File: config.mk
export PLATFORM = sky130hd
export DESIGN_NAME = interval_timer
export DESIGN_NICKNAME = d
export VERILOG_FILES = /design/src/rtl/interval_timer.sv
export SDC_FILE = /design/constraint.sdc
export NUM_CORES = 1
export LEC_CHECK = 0
export CAP_MARGIN = 40
export CORE_ASPECT_RATIO = 1.2
export CORE_UTILIZATION = 57
export CTS_BUF_LIST = sky130_fd_sc_hd__clkbuf_2
export CTS_CLUSTER_DIAMETER = 150
export DETAILED_ROUTE_END_ITERATION = 7
export GPL_TIMING_DRIVEN = 0
export PLACE_DENSITY = 0.84
export SETUP_SLACK_MARGIN = 0.05
export SKIP_LAST_GASP = 1
export SLEW_MARGIN = 20
export SYNTH_ARGS = -nofsm -noshare
export SYNTH_HDL_FRONTEND = slang
export SYNTH_SLANG_ARGS = --single-unit
File: constraint.sdc
create_clock -name MCLK_IN -period 2.7 [get_ports MCLK_IN]
set_input_delay 0.54 -clock MCLK_IN [delete_from_list [all_inputs] [get_ports MCLK_IN]]
set_output_delay 0.54 -clock MCLK_IN [all_outputs]
set_load 0.02 [all_outputs]
File: src/rtl/interval_timer.sv
// interval_timer: tick-counting interval timer in the MCLK domain.
// Synchronizes TIMERCLK, counts its rising edges down from RELOAD and raises a
// pending flag on expiry (periodic or one-shot). Four 16-bit registers sit on a
// select/acknowledge bus: CTRL, STATUS, RELOAD, COUNT.

module interval_timer #(
    parameter int unsigned WIDTH       = 16,
    parameter int unsigned SYNC_STAGES = 2
) (
    input  logic             MCLK_IN,
    input  logic             RESET_ALL_N_IN,
    input  logic             TIMERCLK_IN,
    input  logic             SEL_IN,
    input  logic             WR_IN,
    input  logic [1:0]       ADDR_IN,
    input  logic [WIDTH-1:0] DATA_IN,
    output logic [WIDTH-1:0] DATA_OUT,
    output logic             ACK_OUT,
    output logic             IRQ_OUT,
    input  logic             IACK_IN
);

    localparam logic [1:0] AddrCtrl   = 2'd0;
    localparam logic [1:0] AddrStatus = 2'd1;
    localparam logic [1:0] AddrReload = 2'd2;
    localparam logic [1:0] AddrCount  = 2'd3;

    // Tick synchronizer state
    logic [SYNC_STAGES-1:0] sync_q;
    logic [SYNC_STAGES-1:0] fill_q;
    logic                   prev_q;
    logic                   armed_q;
    logic                   tick;

    // Register file state
    logic             en_q, en_d;
    logic             auto_q, auto_d;
    logic             ie_q, ie_d;
    logic             pend_q, pend_d;
    logic [WIDTH-1:0] reload_q, reload_d;
    logic [WIDTH-1:0] count_q, count_d;
    logic             expire;

    // Bus state
    logic             ack_q, ack_d;
    logic [WIDTH-1:0] data_out_q, data_out_d;
    logic [WIDTH-1:0] rdata;
    logic             bus_exec;
    logic             wr_ctrl, wr_status, wr_reload, wr_count;

    // Shift TIMERCLK through the sync chain; arm only once a genuine low has been
    // seen after reset, so a level already high at release never counts as a tick.
    always_ff @(posedge MCLK_IN or negedge RESET_ALL_N_IN) begin
        if (!RESET_ALL_N_IN) begin
            sync_q  <= '0;
            fill_q  <= '0;
            prev_q  <= 1'b0;
            armed_q <= 1'b0;
        end else begin
            sync_q  <= {sync_q[SYNC_STAGES-2:0], TIMERCLK_IN};
            fill_q  <= {fill_q[SYNC_STAGES-2:0], 1'b1};
            prev_q  <= sync_q[SYNC_STAGES-1];
            armed_q <= armed_q | (fill_q[SYNC_STAGES-1] & ~sync_q[SYNC_STAGES-1]);
        end
    end

    // Rising edge of the synchronized level; falling edges are ignored
    assign tick = armed_q & sync_q[SYNC_STAGES-1] & ~prev_q;

    // An access executes once per SEL assertion, on the first edge it is seen
    assign bus_exec  = SEL_IN & ~ack_q;
    assign wr_ctrl   = bus_exec & WR_IN & (ADDR_IN == AddrCtrl);
    assign wr_status = bus_exec & WR_IN & (ADDR_IN == AddrStatus);
    assign wr_reload = bus_exec & WR_IN & (ADDR_IN == AddrReload);
    assign wr_count  = bus_exec & WR_IN & (ADDR_IN == AddrCount);

    // Timer next state: tick uses pre-write CTRL, then bus writes layer on top
    always_comb begin
        en_d     = en_q;
        auto_d   = auto_q;
        ie_d     = ie_q;
        pend_d   = pend_q;
        reload_d = reload_q;
        count_d  = count_q;
        expire   = 1'b0;

        if (tick && en_q) begin
            if (count_q != '0) begin
                count_d = count_q - WIDTH'(1);
            end else begin
                expire = 1'b1;
                if (auto_q) begin
                    count_d = reload_q;
                end else begin
                    en_d = 1'b0;
                end
            end
        end

        if (wr_ctrl) begin
            en_d   = DATA_IN[0];
            auto_d = DATA_IN[1];
            ie_d   = DATA_IN[2];
            // Only an enable transition reloads; rewriting EN=1 keeps the count
            if (!en_q && DATA_IN[0]) begin
                count_d = reload_q;
            end
        end

        if (wr_reload) begin
            reload_d = DATA_IN;
        end

        // Direct COUNT load overrides any tick on the same edge
        if (wr_count) begin
            count_d = DATA_IN;
        end

        if ((wr_status && DATA_IN[0]) || IACK_IN) begin
            pend_d = 1'b0;
        end
        // Expiry beats a simultaneous clear so no interrupt is lost
        if (expire) begin
            pend_d = 1'b1;
        end
    end

    // Timer register state
    always_ff @(posedge MCLK_IN or negedge RESET_ALL_N_IN) begin
        if (!RESET_ALL_N_IN) begin
            en_q     <= 1'b0;
            auto_q   <= 1'b0;
            ie_q     <= 1'b0;
            pend_q   <= 1'b0;
            reload_q <= '0;
            count_q  <= '0;
        end else begin
            en_q     <= en_d;
            auto_q   <= auto_d;
            ie_q     <= ie_d;
            pend_q   <= pend_d;
            reload_q <= reload_d;
            count_q  <= count_d;
        end
    end

    // Read mux of live register values
    always_comb begin
        rdata = '0;
        unique case (ADDR_IN)
            AddrCtrl:   rdata[2:0] = {ie_q, auto_q, en_q};
            AddrStatus: rdata[0]   = pend_q;
            AddrReload: rdata      = reload_q;
            AddrCount:  rdata      = count_q;
            default:    rdata      = '0;
        endcase
    end

    // Bus handshake next state: ACK holds until SEL is seen low
    always_comb begin
        ack_d      = bus_exec | (ack_q & SEL_IN);
        data_out_d = (bus_exec && !WR_IN) ? rdata : data_out_q;
    end

    // Bus handshake state
    always_ff @(posedge MCLK_IN or negedge RESET_ALL_N_IN) begin
        if (!RESET_ALL_N_IN) begin
            ack_q      <= 1'b0;
            data_out_q <= '0;
        end else begin
            ack_q      <= ack_d;
            data_out_q <= data_out_d;
        end
    end

    assign DATA_OUT = data_out_q;
    assign ACK_OUT  = ack_q;
    assign IRQ_OUT  = pend_q & ie_q;

endmodule

=== After elaboration in Yosys (flattened, before gate mapping) ===
Cells that the tools add are included.

* Register bits after elaboration: 59
* Output and inout port bits: 18
* Input bits: 24
* Logic and storage cells: 63

* Equal/unequal tests: 5
* Multiplexer cells: 17
* $add $sub $neg: 1
* Bitwise logic cells: 16
* Reduce and logical (&&, ||, !) cells: 12

{| class="wikitable"
|+ Operator list
! operator !! count
|-
| 16-bit 2-to-1 mux || 6
|-
| 13-bit one-hot mux with 2 select lines || 1
|-
| 16-bit nonzero test || 1
|-
| 16-bit by 1-bit subtractor with 16-bit output (second input constant) || 1
|-
| 1-bit bitwise AND || 11
|-
| 1-bit 2-to-1 mux || 8
|-
| 2-bit one-hot mux with 3 select lines || 1
|-
| 2-bit equality test (second input constant) || 2
|-
| 1-bit logical AND || 4
|-
| 1-bit one-hot mux with 4 select lines || 1
|-
| 2-bit nonzero test || 2
|-
| 1-bit inverter || 3
|-
| 3-bit AND reduction || 1
|-
| 2-bit by 1-bit equality test with 1-bit output (second input constant) || 1
|-
| 1-bit zero test || 2
|-
| 2-bit zero test || 1
|-
| 2-bit by 1-bit inequality test with 1-bit output (second input constant) || 1
|-
| 2-bit inequality test (second input constant) || 1
|-
| 1-bit OR || 2
|-
| 1-bit logical OR || 1
|}

=== Longest topological paths before layout ===
Gate-level depths: netlist (run 1).

* Word-level depth: 8
* Mapped depth: 9
* Mapped depth without buffers: 7

=== Worst setup path after synthesis (run 1) ===
No wires, ideal clock.

* Kind: register to register
* Start: register count_q[0]
* End: register count_q[10]
* Path slack: 385 ps
* Library setup time: 139 ps
* Clock period less this slack: 2315 ps
* Required time: 2561 ps
* Buffers on the path: 0
* Data arrival time: 2176 ps
* Stages on the path, launching flop included: 8
* Path through: dfrtp_1 > inv_1 > ha_1 > or3b_2 > or4_4 > mux2_2 > a211oi_2 > o311ai_1

* Longest elaborated chain between the ends: 6
* Elaborated cells on any way between the ends: 7
* Those cells by class: 1 x add/sub; 5 x mux; 1 x reduce/logical

{| class="wikitable"
|+ Ends and longest elaborated chain
! what !! line !! source
|-
| start, declared || 41 || <nowiki>logic [WIDTH-1:0] count_q, count_d;</nowiki>
|-
| start signal, assigned || 143 || <nowiki>count_q <= count_d;</nowiki>
|-
| 16-bit by 1-bit subtractor with 16-bit output / 16-bit nonzero test (equally long branches) || 89, 88 ||
|-
| 16-bit 2-to-1 mux * || 88 || <nowiki>if (count_q != '0) begin</nowiki>
|-
| 16-bit 2-to-1 mux * || 87 || <nowiki>if (tick && en_q) begin</nowiki>
|-
| 16-bit 2-to-1 mux || 105 || <nowiki>if (!en_q && DATA_IN[0]) begin</nowiki>
|-
| 16-bit 2-to-1 mux * || 100 || <nowiki>if (wr_ctrl) begin</nowiki>
|-
| 16-bit 2-to-1 mux * || 115 || <nowiki>if (wr_count) begin</nowiki>
|-
| named net count_d[10] || 41 ||
|}

The timed path passes the listed nets; every way through them passes the cells marked *.
A chain may end at the register's enable or synchronous reset.

=== Final worst setup path (run 1) ===
Same ends and word-level chain as after synthesis.

==> report_table.html, run 1 <==
<table>
<tr><th>Metric</th><th>Value</th></tr>
<tr><th colspan="2">Run status</th></tr>
<tr><td>Status</td><td>finished, violations left</td></tr>
<tr><td>Violated checks</td><td>DRC</td></tr>
<tr><th colspan="2">Worst setup path</th></tr>
<tr><td>Reg-to-reg startpoint</td><td>count_q[0]</td></tr>
<tr><td>Worst Path Required</td><td>between 3 and 4 ns</td></tr>
<tr><td>Worst stage delay on the critical path</td><td>~0.51 ns</td></tr>
<tr><td>Worst path buffer plus inverter count</td><td>1</td></tr>
<tr><td>Startpoint kind of the worst setup timing path</td><td>flip-flop</td></tr>
<tr><td>R2R setup slack</td><td>0.13 ns</td></tr>
<tr><td>Worst setup EP type</td><td>flip-flop</td></tr>
<tr><td>Start point of the critical path</td><td>count_q[0]</td></tr>
<tr><td>Critical path start-end classification</td><td>reg2reg</td></tr>
<tr><td>Path depth of the worst reg2reg path</td><td>7</td></tr>
<tr><td>Maximum fanout along the worst path</td><td>6</td></tr>
<tr><td>Cell chain of the critical path</td><td>inv_1, ha_1, or3b_2, or4_4, mux2_2, a211oi_2, o311ai_1</td></tr>
<tr><td>Data arrival time of the critical path</td><td>2.97 ns</td></tr>
<tr><td>Worst reg2reg endpoint</td><td>count_q[10]</td></tr>
<tr><td>Top Family by Delay on Critical Path</td><td>simple AND/OR/NAND/NOR gates</td></tr>
<tr><td>Slowest CP cell</td><td>sky130_fd_sc_hd__or4_4</td></tr>
<tr><th colspan="2">Clock network</th></tr>
<tr><td>Max clock buf depth</td><td>2</td></tr>
<tr><td>Clock-pin slew reported for the worst setup and hold paths after clock tree synthesis</td><td>0.17 ns</td></tr>
<tr><td>Post-CTS Hold Fix Bufs</td><td>0</td></tr>
<tr><td>Clock Sink Count</td><td>59</td></tr>
<tr><td>TritonCTS clock tree</td><td>done</td></tr>
<tr><td>Total number of H-tree levels</td><td>3</td></tr>
<tr><td>Clock latency reported for the late side of the worst-skew pair</td><td>0.53 ns</td></tr>
<tr><td>Number of buffers created by CTS</td><td>9</td></tr>
<tr><td>CTS root buf</td><td>sky130_fd_sc_hd__clkbuf_2</td></tr>
<tr><th colspan="2">Synthesis</th></tr>
<tr><td>Count of cell types in the netlist</td><td>55</td></tr>
<tr><td>Fraction of registers with async set/reset</td><td>100%</td></tr>
<tr><td>Number of register bits inferred by synthesis</td><td>59</td></tr>
<tr><td>Area share of the largest cell type after synthesis</td><td>45.2%</td></tr>
<tr><td>Post-Syn Area</td><td>3260 um2</td></tr>
<tr><td>Number of synthesized flops with an enable pin</td><td>0</td></tr>
<tr><td>Sequential share of the synthesized area</td><td>45.2%</td></tr>
<tr><td>Mean cell area of the mapped netlist</td><td>10.2 um2</td></tr>
<tr><td>Synthesized netlist cell count</td><td>about 320</td></tr>
<tr><td>Synth Net Count</td><td>roughly 350</td></tr>
<tr><td>Cell taking the most area after synthesis</td><td>sky130_fd_sc_hd__dfrtp_1</td></tr>
<tr><td>Predominant post-synthesis flop cell</td><td>sky130_fd_sc_hd__dfrtp_1</td></tr>
<tr><td>Leading cell types by count after synthesis</td><td>sky130_fd_sc_hd__dfrtp_1 (59), sky130_fd_sc_hd__nor2_1 (26), sky130_fd_sc_hd__mux2_2 (24), sky130_fd_sc_hd__o21ai_0 (23), sky130_fd_sc_hd__mux2i_1 (19)</td></tr>
<tr><td>Dominant cell by count in the synthesized netlist</td><td>sky130_fd_sc_hd__dfrtp_1</td></tr>
<tr><td>Yosys warns</td><td>0</td></tr>
<tr><td>Most area-consuming cells after synthesis</td><td>sky130_fd_sc_hd__dfrtp_1 (45%), sky130_fd_sc_hd__mux2_2 (8.3%), sky130_fd_sc_hd__mux2i_1 (5.8%)</td></tr>
<tr><th colspan="2">Drt</th></tr>
<tr><td>Number of design-rule violations left by the first detailed-router iteration</td><td>around 230</td></tr>
<tr><td>Routed via count</td><td>~2800</td></tr>
<tr><td>Post-route DRC violation count</td><td>2</td></tr>
<tr><td>Average wire per standard cell</td><td>between 15 and 20 um</td></tr>
<tr><td>Total wire length after detailed routing</td><td>8.37 mm</td></tr>
<tr><td>Number of search-and-repair iterations in the first detailed-routing pass</td><td>6</td></tr>
<tr><td>Count of nets left with antenna violations after detail routing</td><td>0</td></tr>
<tr><td>Routed vias/inst</td><td>6.34</td></tr>
<tr><th colspan="2">Placement</th></tr>
<tr><td>Cell total after placement</td><td>424</td></tr>
<tr><td>Port Buffer Count</td><td>41</td></tr>
<tr><td>Dpl hpwl</td><td>5.89 mm</td></tr>
<tr><td>Gp weighted congestion</td><td>0.945</td></tr>
<tr><th colspan="2">GRT</th></tr>
<tr><td>Maximum number of pins on one net before global-route repair</td><td>60</td></tr>
<tr><td>Global-route congestion overflow total</td><td>0</td></tr>
<tr><td>Total track usage</td><td>30.3%</td></tr>
<tr><td>Number of global-route vias before repair</td><td>2707</td></tr>
<tr><td>Wire length of the first global-routing pass</td><td>13.7 mm</td></tr>
<tr><td>Number of antenna violations at the first check in global routing</td><td>0</td></tr>
<tr><th colspan="2">Job</th></tr>
<tr><td>Maximum capacitance violations</td><td>0</td></tr>
<tr><th colspan="2">Layout</th></tr>
<tr><td>Net count, final</td><td>400</td></tr>
<tr><td>Layout filler cell count</td><td>approximately 420</td></tr>
<tr><td>Non-filler instance count after layout</td><td>441</td></tr>
<tr><td>Post-synthesis to final-layout area growth</td><td>18.8%</td></tr>
<tr><td>Layout cells sized above 1</td><td>15.6%</td></tr>
<tr><td>Antenna Diode Count</td><td>0</td></tr>
<tr><th colspan="2">Power</th></tr>
<tr><td>Maximum vdd ir drop</td><td>~0.46 mV</td></tr>
<tr><td>Leakage</td><td>0.00162 uW</td></tr>
<tr><td>Pwr dens</td><td>705 nW/um2</td></tr>
<tr><th colspan="2">Floorplanning</th></tr>
<tr><td>Std-Cell Core Area</td><td>5410 um2</td></tr>
<tr><td>Core Rows</td><td>29</td></tr>
<tr><td>Starting density of the core</td><td>60.4%</td></tr>
<tr><td>Number of top-level design ports</td><td>42</td></tr>
<tr><td>Die ar.</td><td>slightly above 6000 um2</td></tr>
<tr><td>Vertical die dimension</td><td>84.9 um</td></tr>
<tr><td>Die width</td><td>a little over 70 um</td></tr>
<tr><th colspan="2">Timing</th></tr>
<tr><td>Final number of setup-violating endpoints</td><td>0</td></tr>
<tr><td>Final Max Slew Viols</td><td>0</td></tr>
<tr><td>Final clock skew</td><td>0.0241 ns</td></tr>
<tr><td>Final worst hold slack</td><td>0.0401 ns</td></tr>
<tr><td>RSZ-0062 raised after global routing</td><td>false</td></tr>
<tr><td>Final Cycle Share</td><td>95.1%</td></tr>
<tr><td>Tightest slew margin relative to the limit</td><td>between 40% and 50%</td></tr>
<tr><td>Total Neg Setup Slack</td><td>0 ns</td></tr>
<tr><td>Final min period</td><td>2.57 ns</td></tr>
<tr><td>Transition time at the pin with the least slew margin</td><td>0.805 ns</td></tr>
<tr><td>Top achievable clock speed</td><td>~390 MHz</td></tr>
<tr><td>Count of final hold-check violations</td><td>0</td></tr>
<tr><th colspan="2">Worst hold path</th></tr>
<tr><td>Worst min-delay path category</td><td>in2async</td></tr>
</table>
[worst max-delay path by stage]
| stage | endpoint | cells after the start |
|---|---|---|
| global route | count_q[10] | 7 |
| floorplan | count_q[10] | 7 |
| global placement | count_q[5] | 1 |
| CTS | count_q[1] | 6 |
| detailed placement | reload_q[13] | 7 |
| finish | count_q[10] | 7 |
[power by group]
group | switching (uW) | internal, uW | total, uW
combinational | 435 | 435 | 871
sequential | 232 | 1080 | 1310
clock | 340 | 210 | 550
total | 1010 | 1730 | 2730
[layout by cell type, fill, tap and decap left out, drive strengths merged, types with 11 or more instances in the layout]
cell type / netlist / final
nor2: 26 / 26
mux2i: 19 / 19
dfrtp: 59 / 59
mux2: 24 / 24
a22o: 13 / 13
a22oi: 11 / 11
clkdlybuf4s50: 0 / 40
o21ai: 23 / 23
nand2: 18 / 18
clkbuf: 17 / 27
[layer usage]
metal | GRT usage, % | part of all wire [%] | vias up | wire, um
li1 | - | - | 1325 | -
met1 | 40.0 | 43 | 1348 | 3610
met2 | 48.3 | 48 | 107 | 3990
met3 | 6.29 | 7.0 | 14 | 590
met4 | 13.6 | 2.1 | 0 | 176
met5 | 0 | 0 | - | 0
[what timing repair did]
item,CTS,global route
setup buffers,0,0
resized for setup,1,1
setup endpoints to repair,1,6
[layout make-up]
class / instances / area (um2) / area share (%)
clock inverters: 6 / 56.3 / 1.45
repair buffers: 42 / 415 / 10.7
multi-input cells: 230 / 1640 / 42.4
clock buffers: 10 / 50.0 / 1.29
flip-flops and latches: 59 / 1480 / 38.1
well taps: 62 / 77.6 / 2.00
plain buffers: 24 / 126 / 3.26
inverters: 8 / 30.0 / 0.775
[kinds of logic (layout without fill, tap and decap cells)]
kind of cell,Yosys count,count (layout),share of synthesized area (%)
simple gates,92,92,15.4
compound gates,91,91,18.9
flops,59,59,45.2
mux,44,44,14.8
buf+inv,32,90,4.79
fa+ha+maj,2,2,0.767
other cells,1,1,0.115
[sequential cells by signal, indices dropped and copies added (netlist names)]
| register | flops |
|---|---|
| prev_q | 1 |
| pend_q | 1 |
| armed_q | 1 |
| en_q | 1 |
| ie_q | 1 |
| reload_q | 16 |
| DATA_OUT | 16 |
| auto_q | 1 |
| count_q | 16 |
| fill_q | 2 |
| ACK_OUT | 1 |
| sync_q | 2 |
[stage by stage]
| stage | worst slack, ns | total power (uW) | instance area (um2) | util, % |
|---|---|---|---|---|
| floorplan | 0.385 | 1840 | 3260 | - |
| CTS | 0.110 | 2720 | 3860 | 71.4 |
| global placement | -0.671 | 2150 | 3750 | 69.4 |
| finish | 0.131 | 2730 | 3870 | 71.7 |
| detailed placement | -0.294 | 2180 | 3750 | 69.3 |
| global route | 0.0671 | 2880 | 3870 | 71.7 |
Note: power is estimated with default switching activity, not from simulation.
==> run 2, diff against run 1 <==
- CTS_CLUSTER_DIAMETER: 150 -> 80
==> results of run 2 <==
No change in the layout: final DEF, timing and power equal those of run 1.
==> run 3, diff against run 2 <==
- CORE_MARGIN: not set -> 3
- GPL_ROUTABILITY_DRIVEN: not set -> 0
==> run 3 against run 2 <==
Effect of this change:
- the run now ends clean
- routed wire length is 0.56% lower
- worst setup slack better by 0.033 ns
- hold slack improved by 0.032 ns
- register-to-register slack better by 0.03 ns
- global-route usage shrank 3.1 points
- non-clock buffer count decreased by 1
- utilization down 0.19 points
- fmax up 1.3%
- die area up 11%
- power down 0.65%
- sequential power about the same
- final cell count down 0.23%
==> report_table.html, run 3 (synthesis gave the netlist of run 1 again) <==
<table>
<tr><th>Metric</th><th>Value</th></tr>
<tr><th colspan="2">Run status</th></tr>
<tr><td>Status</td><td>finished clean</td></tr>
<tr><th colspan="2">Clock network</th></tr>
<tr><td>Total number of H-tree levels</td><td>3 (unchanged)</td></tr>
<tr><td>Clock-pin slew reported for the worst setup and hold paths after clock tree synthesis</td><td>0.17 ns (about the same)</td></tr>
<tr><td>Max clock buf depth</td><td>2 (unchanged)</td></tr>
<tr><td>Number of buffers created by CTS</td><td>9 (unchanged)</td></tr>
<tr><td>Post-CTS Hold Fix Bufs</td><td>0 (unchanged)</td></tr>
<tr><td>TritonCTS clock tree</td><td>done</td></tr>
<tr><td>CTS root buf</td><td>sky130_fd_sc_hd__clkbuf_2</td></tr>
<tr><td>Clock latency reported for the late side of the worst-skew pair</td><td>0.48 ns (-0.05 ns)</td></tr>
<tr><td>Clock Sink Count</td><td>59 (unchanged)</td></tr>
<tr><th colspan="2">Timing</th></tr>
<tr><td>Top achievable clock speed</td><td>394 MHz (+1.3%)</td></tr>
<tr><td>Tightest slew margin relative to the limit</td><td>50.9% (+4.6 points)</td></tr>
<tr><td>Final clock skew</td><td>0.0307 ns (+0.00662 ns)</td></tr>
<tr><td>Transition time at the pin with the least slew margin</td><td>0.736 ns (-0.0691 ns)</td></tr>
<tr><td>RSZ-0062 raised after global routing</td><td>false</td></tr>
<tr><td>Count of final hold-check violations</td><td>0 (unchanged)</td></tr>
<tr><td>Final worst hold slack</td><td>0.0721 ns (+0.0320 ns)</td></tr>
<tr><td>Final Max Slew Viols</td><td>0 (unchanged)</td></tr>
<tr><td>Final min period</td><td>2.54 ns (-0.0332 ns)</td></tr>
<tr><td>Final number of setup-violating endpoints</td><td>0 (unchanged)</td></tr>
<tr><td>Final Cycle Share</td><td>93.9% (-1.2 points)</td></tr>
<tr><th colspan="2">GRT</th></tr>
<tr><td>Global-route congestion overflow total</td><td>0 (unchanged)</td></tr>
<tr><td>Total track usage</td><td>27.2% (-3.1 points)</td></tr>
<tr><td>Number of antenna violations at the first check in global routing</td><td>0 (unchanged)</td></tr>
<tr><td>Wire length of the first global-routing pass</td><td>13.5 mm (-1.5%)</td></tr>
<tr><td>Number of global-route vias before repair</td><td>2777 (+2.6%)</td></tr>
<tr><td>Maximum number of pins on one net before global-route repair</td><td>60 (unchanged)</td></tr>
<tr><th colspan="2">Power</th></tr>
<tr><td>Sequential fraction of design power</td><td>48.3% (+0.3 points)</td></tr>
<tr><td>Leakage</td><td>0.00161 uW (-0.38%)</td></tr>
<tr><td>Part of the total power dissipated in combinational logic</td><td>32.3% (+0.4 points)</td></tr>
<tr><td>Pwr dens</td><td>702 nW/um2 (-0.39%)</td></tr>
<tr><td>Int Pwr</td><td>1730 uW (+0.48%)</td></tr>
<tr><td>Maximum vdd ir drop</td><td>0.458 mV (-1.2%)</td></tr>
<tr><td>Proportion of power drawn by the clock network</td><td>19.4% (-0.7 points)</td></tr>
<tr><td>Sw Share</td><td>36.1% (-0.72 points)</td></tr>
<tr><td>Power spent charging and discharging nets</td><td>981 uW (-2.6%)</td></tr>
<tr><th colspan="2">Drt</th></tr>
<tr><td>Routed via count</td><td>2870 (+2.7%)</td></tr>
<tr><td>Routed vias/inst</td><td>6.52 (+3.0%)</td></tr>
<tr><td>Number of search-and-repair iterations in the first detailed-routing pass</td><td>5 (-1)</td></tr>
<tr><td>Count of nets left with antenna violations after detail routing</td><td>0 (unchanged)</td></tr>
<tr><td>Number of design-rule violations left by the first detailed-router iteration</td><td>270 (+17%)</td></tr>
<tr><td>Total wire length after detailed routing</td><td>8.33 mm (-0.56%)</td></tr>
<tr><td>Post-route DRC violation count</td><td>0 (-2)</td></tr>
<tr><td>Average wire per standard cell</td><td>18.9 um (-0.34%)</td></tr>
<tr><th colspan="2">Layout</th></tr>
<tr><td>Layout cells sized above 1</td><td>15.1% (-0.49 points)</td></tr>
<tr><td>Antenna Diode Count</td><td>0 (unchanged)</td></tr>
<tr><td>Net count, final</td><td>399 (-0.25%)</td></tr>
<tr><td>Final design utilization</td><td>71.5% (-0.19 points)</td></tr>
<tr><td>Leading cell types in the layout, fill and taps excluded</td><td>sky130_fd_sc_hd__dfrtp_1 (59), sky130_fd_sc_hd__clkdlybuf4s50_1 (40), sky130_fd_sc_hd__nor2_1 (25)</td></tr>
<tr><td>Post-synthesis to final-layout area growth</td><td>18.4%</td></tr>
<tr><td>Non-filler instance count after layout</td><td>440 (-0.23%)</td></tr>
<tr><td>Leading cell type in the layout, fill and taps excluded</td><td>sky130_fd_sc_hd__dfrtp_1</td></tr>
<tr><th colspan="2">Floorplanning</th></tr>
<tr><td>Vertical die dimension</td><td>88.9 um (+4.7%)</td></tr>
<tr><td>Die ar.</td><td>6670 um2 (+11%)</td></tr>
<tr><td>Die width</td><td>75.1 um (+5.6%)</td></tr>
<tr><td>Number of top-level design ports</td><td>42 (unchanged)</td></tr>
<tr><td>Std-Cell Core Area</td><td>5410 um2 (unchanged)</td></tr>
<tr><td>Core Rows</td><td>29 (unchanged)</td></tr>
<tr><td>Starting density of the core</td><td>60.4% (unchanged)</td></tr>
<tr><th colspan="2">Worst setup path</th></tr>
<tr><td>Slowest CP cell</td><td>sky130_fd_sc_hd__or4_4</td></tr>
<tr><td>Worst setup EP type</td><td>flip-flop</td></tr>
<tr><td>Cell chain of the critical path</td><td>inv_1, ha_1, or3b_2, or4_4, mux2_2, a211oi_2, o311ai_1</td></tr>
<tr><td>Critical path start-end classification</td><td>reg2reg</td></tr>
<tr><td>Startpoint kind of the worst setup timing path</td><td>flip-flop</td></tr>
<tr><td>Data arrival time of the critical path</td><td>2.91 ns (-0.06 ns)</td></tr>
<tr><td>Worst stage delay on the critical path</td><td>0.51 ns (about the same)</td></tr>
<tr><td>R2R setup slack</td><td>0.16 ns (+0.03 ns)</td></tr>
<tr><td>Maximum fanout along the worst path</td><td>6 (unchanged)</td></tr>
<tr><td>Worst Path Required</td><td>3.07 ns (-0.03 ns)</td></tr>
<tr><th colspan="2">Placement</th></tr>
<tr><td>Dpl hpwl</td><td>5.80 mm (-1.5%)</td></tr>
<tr><td>Port Buffer Count</td><td>41 (unchanged)</td></tr>
<tr><td>Cell total after placement</td><td>424 (unchanged)</td></tr>
<tr><th colspan="2">Worst hold path</th></tr>
<tr><td>Worst min-delay path category</td><td>in2async</td></tr>
<tr><th colspan="2">Job</th></tr>
<tr><td>Maximum capacitance violations</td><td>0 (unchanged)</td></tr>
</table>
## run 3: cell types whose count changed in the layout (fill, tap and decap cells not counted)
cell / before / now
sky130_fd_sc_hd__clkinvlp_4: 1 / 0
sky130_fd_sc_hd__buf_1: 1 / 2
sky130_fd_sc_hd__nor2_2: 0 / 1
sky130_fd_sc_hd__clkbuf_2: 10 / 12
sky130_fd_sc_hd__buf_4: 3 / 2
sky130_fd_sc_hd__nor2_1: 26 / 25
sky130_fd_sc_hd__clkinv_2: 3 / 0
sky130_fd_sc_hd__clkbuf_1: 16 / 15
sky130_fd_sc_hd__clkinv_1: 1 / 3
## run 3: per-stage QoR
stage	TNS [ns]	setup slack (ns)	power, uW	area (um2)
3_5_place_dp	-4.77	-0.278	2170	3750
4_1_cts	0	0.102	2700	3850
5_1_grt	0	0.0508	2880	3860
2_1_floorplan	0	0.385	1840	3260
3_3_place_gp	-43.36	-0.686	2130	3750
6_report	0	0.164	2710	3860
## run 3: worst paths after layout
check | depth (start not counted) | from | end
max | 7 | count_q[0] | count_q[10]
min | 1 | RESET_ALL_N_IN | ACK_OUT
max reg2reg | 7 | count_q[0] | count_q[10]
min reg2reg | 0 | fill_q[0] | fill_q[1]
max in group asynchronous | 1 | RESET_ALL_N_IN | reload_q[4]
min in group MCLK_IN | 0 | fill_q[0] | fill_q[1]
## run 3: routing by layer
metal / global-route usage, % / wire [um] / vias to the layer above
li1: - / - / 1311
met1: 35.2 / 3360 / 1382
met2: 40.8 / 4030 / 149
met3: 7.16 / 691 / 28
met4: 15.5 / 246 / 0
met5: 0 / 0 / -
## run 3: critical path: cells and delay by family, from the launching register on
kind                       cells  cell delay (ns)
muxes                          1             0.29
and+or+nand+nor                2             1.01
DFF                            1             0.48
adders and majority gates      1             0.21
AOI/OAI and AO/OA              2             0.34
buffers and inverters          1             0.11
## run 3: layout make-up
| type | instances | area [um2] |
|---|---|---|
| Timing Repair Buffer | 41 | 408 |
| Inverter | 8 | 30.0 |
| Sequential cell | 59 | 1480 |
| Fill cell | 415 | 1540 |
| Clock inverter | 4 | 41.3 |
| Clock buffer | 12 | 60.1 |
| Tap cell | 62 | 77.6 |
| Multi-Input combinational cell | 230 | 1650 |
| Buffer | 24 | 126 |
## run 3: power groups by stage
stage               registers [uW]  clock network (uW)  logic [uW]
finish                        1310                 527         877
global placement              1300                   0         833
floorplan                     1320                   0         522
detailed placement            1310                   0         856
CTS                           1300                 537         863
global route                  1340                 582         959
## run 3: repair_timing
item / CTS / global route
buffers inserted: 0 / 0
endpoints found under the setup margin: 0 / 13
resized for setup: 0 / 4
